--- src/rtl/stopwatch_ctrl.sv ---
// Stopwatch controller: a 4-state FSM gates a prescaler and an m:ss BCD cascade.
// A registered display copy is frozen while a lap is held.
module stopwatch_ctrl #(
  parameter int PRESCALE = 100,
  parameter int PS_W     = 8
) (
  input  logic       clk,
  input  logic       rst,
  input  logic       start_stop,
  input  logic       clr,
  input  logic       lap,
  output logic [3:0] sec_ones,
  output logic [3:0] sec_tens,
  output logic [3:0] min_ones,
  output logic       running,
  output logic       lap_held,
  output logic       tick,
  output logic       wrap
);

  localparam logic [1:0] IDLE  = 2'd0;
  localparam logic [1:0] RUN   = 2'd1;
  localparam logic [1:0] PAUSE = 2'd2;
  localparam logic [1:0] LAP   = 2'd3;

  logic [1:0]      state, state_nxt;
  logic [PS_W-1:0] ps, ps_nxt;
  logic [3:0]      so, st, mo;
  logic [3:0]      so_nxt, st_nxt, mo_nxt;
  logic            counting, step, zero, wrap_nxt, hold_disp;

  always_comb begin
    // NOTE: default first so every path assigns state_nxt and no latch is inferred.
    state_nxt = state;
    case (state)
      IDLE:    if (start_stop) state_nxt = RUN;
      RUN:     if (start_stop) state_nxt = PAUSE;
               else if (lap)   state_nxt = LAP;
      LAP:     if (start_stop) state_nxt = PAUSE;
               else if (lap)   state_nxt = RUN;
      PAUSE:   if (clr)        state_nxt = IDLE;
               else if (start_stop) state_nxt = RUN;
      default: state_nxt = IDLE;
    endcase
  end

  assign counting  = (state == RUN) || (state == LAP);
  assign step      = counting && (ps == PS_W'(PRESCALE - 1));
  assign zero      = (state == PAUSE) && clr;
  // The display stays frozen only while remaining in LAP; entering LAP captures the new count.
  assign hold_disp = (state == LAP) && (state_nxt == LAP);

  always_comb begin
    ps_nxt   = ps;
    so_nxt   = so;
    st_nxt   = st;
    mo_nxt   = mo;
    wrap_nxt = 1'b0;
    if (zero) begin
      ps_nxt = '0;
      so_nxt = '0;
      st_nxt = '0;
      mo_nxt = '0;
    end else if (step) begin
      ps_nxt = '0;
      if (so == 4'd9) begin
        so_nxt = '0;
        if (st == 4'd5) begin
          st_nxt = '0;
          if (mo == 4'd9) begin
            mo_nxt   = '0;
            wrap_nxt = 1'b1;
          end else begin
            mo_nxt = mo + 4'd1;
          end
        end else begin
          st_nxt = st + 4'd1;
        end
      end else begin
        so_nxt = so + 4'd1;
      end
    end else if (counting) begin
      ps_nxt = ps + PS_W'(1);
    end
  end

  always_ff @(posedge clk or posedge rst) begin
    if (rst) begin
      state    <= IDLE;
      ps       <= '0;
      so       <= '0;
      st       <= '0;
      mo       <= '0;
      sec_ones <= '0;
      sec_tens <= '0;
      min_ones <= '0;
      running  <= 1'b0;
      lap_held <= 1'b0;
      tick     <= 1'b0;
      wrap     <= 1'b0;
    end else begin
      // NOTE: non-blocking assignments so every register samples pre-edge values.
      state    <= state_nxt;
      ps       <= ps_nxt;
      so       <= so_nxt;
      st       <= st_nxt;
      mo       <= mo_nxt;
      running  <= (state_nxt == RUN) || (state_nxt == LAP);
      lap_held <= (state_nxt == LAP);
      tick     <= step;
      wrap     <= wrap_nxt;
      if (!hold_disp) begin
        sec_ones <= so_nxt;
        sec_tens <= st_nxt;
        min_ones <= mo_nxt;
      end
    end
  end

endmodule

--- config.mk ---
export PLATFORM = sky130hd
export DESIGN_NAME = stopwatch_ctrl
export DESIGN_NICKNAME = d
export VERILOG_FILES = /design/src/rtl/stopwatch_ctrl.sv
export SDC_FILE = /design/constraint.sdc
export NUM_CORES = 1
export LEC_CHECK = 0
export CORE_MARGIN = 5
export CORE_UTILIZATION = 33
export CTS_CLUSTER_DIAMETER = 120
export DETAILED_ROUTE_END_ITERATION = 12
export DONT_BUFFER_PORTS = 1
export GPL_TIMING_DRIVEN = 0
export PLACE_DENSITY = 0.45
export SLEW_MARGIN = 30
export SYNTH_ARGS = -nofsm -noshare
export SYNTH_HDL_FRONTEND = slang
export SYNTH_SLANG_ARGS = --single-unit
--- constraint.sdc ---
create_clock -name clk -period 2.1 [get_ports clk]
set_input_delay 0.42 -clock clk [delete_from_list [all_inputs] [get_ports clk]]
set_output_delay 0.42 -clock clk [all_outputs]
set_load 0.01 [all_outputs]
After elaboration in Yosys (flattened, before gate mapping). Cells that the tools add are included.

Register bits after elaboration: 38. Latch bits: 0. Memory bits (writable): 0. Bits in read-only memories: 0. Bits of input ports: 5. Output and inout port bits: 16. Logic and storage cells: 59. Memories: 0.

$add $sub $neg: 4. Multipliers: 0. Div/mod/pow operators: 0. Magnitude comparators: 0. Equal/unequal tests: 9. Shift-type cells: 0. Multiplexer cells: 27. Bitwise logic cells: 0. Reduce and logical (&&, ||, !) cells: 7.

Operators with widths (number): two-way mux 4 bit (12); two-way mux 8 bit (3); adder 4 x 1 -> 4 bit, second input constant (3); two-way mux 2 bit (6); adder 8 x 1 -> 8 bit, second input constant (1); == test 4 bit, second input constant (2); == test 8 x 7 -> 1 bit, second input constant (1); case mux 2 bit (4 select lines) (1); == test 2 bit, second input constant (3); two-way mux 1 bit (5); == test 2 x 1 -> 1 bit, second input constant (2); == test 4 x 3 -> 1 bit, second input constant (1); logical AND 1 bit (3); nonzero test 3 bit (1); logical NOT 2 bit (1); logical OR 1 bit (2).

Logic depth before layout (Yosys ltp).
Word-level depth: 6. Depth in mapped cells: 7. Depth with buffers taken out: 6.

Worst setup path before layout. Ideal clock, no wire load.

Path kind: register -> register. Start: register ps[0]. End: register sec_ones[3]. Library setup time: 0.133 ns. Arrival: 1.541 ns. Path slack: 0.426 ns. Cell stages (with the launch flop): 8. Buffers on the path: 1. Period minus slack after synthesis: 1.674 ns. Cell sequence: dfrtp_1 > ha_1 > and4b_1 > clkbuf_1 > nand2_1 > inv_2 > a221oi_1 > o21ai_0.

Longest elaborated chain between the ends: 4.

RTL lines: from (decl) (line 27) `logic [PS_W-1:0] ps, ps_nxt;`; from (signal assigned) (line 104) `ps <= ps_nxt;`; == test 8 x 7 -> 1 bit (line 48) `assign step = counting && (ps == PS_W'(PRESCALE - 1));`; logical AND 1 bit (line 48); named net step (line 30) `logic counting, step, zero, wrap_nxt, hold_disp;`; two-way mux 4 bit (line 64) `end else if (step) begin`; two-way mux 4 bit (line 59) `if (zero) begin`; to (signal assigned) (line 113) `sec_ones <= so_nxt;`; to (decl) (line 12) `output logic [3:0] sec_ones,`.

The timed path passes the listed nets, and every way through them passes these cells. A chain may end at the register's enable or synchronous reset.

Final worst setup path.
Start: register ps[0]. End: register sec_ones[1].

Same word-level chain as after synthesis.

==> results.toml <==
[routing]
viasPerCell = 5.26
vias = 1395
wl_mm = 4.09
drc = 0
first_pass_iters = 4
wl_per_cell_um = 15.4
drtAntennaViolNets = 0
drt_iter0_markers = 92

[cells_and_area]
post-route-util_pct = 38.1
diodes = 0
fill_cells = 578
finalNonFillerCells = 265
num-nets-final = 201
drive_gt1_share_pct = 14.5
syn2layout_area_growth_pct = 11.3

[sta]
tns_ns = 0
finalHoldViolCount = 0
timing.hold.ws_ns = 0.293
setup-violations-final = 0
slew_headroom_pct = 63.8
rsz0062_at_grt = "false"
tightest_slew_ns = 0.543
max_clock_freq_mhz = 547
period_share_pct = 87.1
clock_skew_ns = 0.00652
min_period_ns = 1.83
maxSlewViolCount = 0

[worst_setup_path]
endpoint_kind = "register"
path_cells = "ha_1 > and4b_1 > nand2_1 > inv_2 > a31oi_1 > o31ai_1"
crit_slowest_cell = "and4b_1"
critical-path-top-delay-family = "simple AND/OR/NAND/NOR gates"
critical_path_required_ns = 2.28
path_depth = 6
critPathKind = "register to register"
r2r_cells = 6
cpPeakStageDelay_ns = 0.43
worstPathArrival_ns = 2.01
path_buf_inv = 1
worstSetupStartpointType = "register"
cp_max_fo = 9

[power]
pwr_density_cell_nw_per_um2 = 995
vdd_ir_drop_max_v = 0.000426
fin_total_pwr_mw = 2.11
power.leakage_nw = 0.961

[yosys]
synth_common_cells = "38 x dfrtp_1, 17 x nand2_1, 15 x nor2_1"
yosys.area.top_type = "dfrtp_1"
synth_ff_type = "dfrtp_1"
synth-edff-count = 0
synthCells = 182
ys_seq_area_share_pct = 49.9
synth_most_common_cell = "dfrtp_1"
synth.area.top_cells = "dfrtp_1 50%, nand2_1 3.3%, mux2i_1 3.1%"
synth_top_area_share_pct = 49.9
avgSynthCellArea_um2 = 10.5
netlist_area_um2 = 1910
synth.net_count = 190
synth-seq-cells = 38
async_flop_share_pct = 100
yosys_warnings = 0
yosysUniqueCellTypes = 46

[place]
hpwl_mm = 2.91
place_congestion = 0.856
port_buffers = 0
dp.cells = 255

[clock_network]
worstSkewPairLatency_ns = 0.28
cts_tree = "done"
clkSinkCount = 38
cts_buffers = 5
clock_path_buffers = 2
cts-root-buf = "clkbuf_8"
clk_pin_slew_ns = 0.07
htree_levels = 2
cts_resized = 0

[die]
dieHeight_um = 86.0
std_cell_rows = 27
initial_core_util_pct = 34.2
fp.dieW_um = 86.0
dieArea_um2 = 7400
ios = 21
core_area_um2 = 5570

[global_routing]
antenna_found_initial = 0
grt_pass1_vias = 1352
grt_max_degree = 29
track_usage_pct = 11.7
grt_pass1_wl_mm = 6.82
grt-ovfl-total = 0

[min_path]
hold_class = "primary input to register"
hold_depth = 1

[run]
drv_cap = 0

[outcome]
outcome = "finished, final reports clean"
-- placed cells by master, fill, tap and decap left out, types with 4 or more instances in the layout --
master,instances
nand4_1,5
nor2_1,15
nand2_1,17
buf_4,4
inv_1,4
a21oi_1,4
o21ai_0,12
o31ai_1,4
and3_1,6
mux2i_1,6
clkbuf_8,5
dfrtp_1,38
clkbuf_1,7
a31oi_1,7
-- layer usage --
layer | vias up | track usage (%) | part of all wire (%)
met2 | 16 | 18.8 | 49
met3 | 6 | 3.36 | 3.5
met1 | 683 | 14.7 | 45
met5 | - | 0 | 0
met4 | 0 | 4.75 | 1.9
li1 | 690 | - | -
-- state kept, by name (all words and copies together) (netlist names) --
signal	flops
sec_ones	4
tick	1
state	2
wrap	1
ps	8
lap_held	1
mo	4
running	1
min_ones	4
so	4
st	4
sec_tens	4
-- worst register-to-register path, delay by kind of cell (launching register included) --
kind            cells  cell delay (ns)
compound gates      2             0.34
fa+ha+maj           1             0.23
buf+inv             1             0.13
flops               1             0.38
simple gates        2             0.64
-- final timing paths --
check	startpoint	end	slack, ns
max	ps[0]	sec_ones[1]	0.27
max in group asynchronous	rst	so[0]	1.14
min	start_stop	running	0.29
min reg2reg	ps[0]	ps[0]	0.52
max reg2reg	ps[0]	sec_ones[1]	0.27
min in group asynchronous	rst	lap_held	0.52
-- logic make-up (layout without fill, tap and decap cells) --
family | Yosys count | after routing | share of synthesized area (%)
mux | 8 | 8 | 4.33
xor+xnor | 6 | 6 | 3.15
compound gates | 44 | 44 | 16.3
buf+inv | 16 | 27 | 4.20
simple gates | 67 | 67 | 20.2
fa+ha+maj | 3 | 3 | 1.97
flops | 38 | 38 | 49.9
-- final cells by class --
type	count	area, µm²	area share [%]
sequential	38	951	44.8
multi-input combinational	128	876	41.3
tap	72	90.1	4.25
inverter	6	22.5	1.06
buffer	9	53.8	2.54
clock buffer	7	76.3	3.60
timing repair buffer	5	52.6	2.48
-- metrics by stage --
stage | setup WS (ns) | instance area (µm²)
after global placement | 0.143 | 2000
after CTS | 0.126 | 2100
after detailed placement | 0.147 | 2020
final | 0.270 | 2120
after global routing | 0.0556 | 2120
after floorplan | 0.426 | 1910
-- power by group --
part           total (mW)  internal (mW)  switching, mW
combinational       0.624          0.295          0.328
clock               0.468          0.229          0.239
sequential           1.02          0.862          0.157
-- timing repair --
action | in CTS | in global routing
endpoints found under the setup margin | 0 | 2
hold buffers | 1 | 0
buffers inserted | 0 | 3
endpoints found under the hold margin | 10 | 0
(Power assumes the default switching activity.)
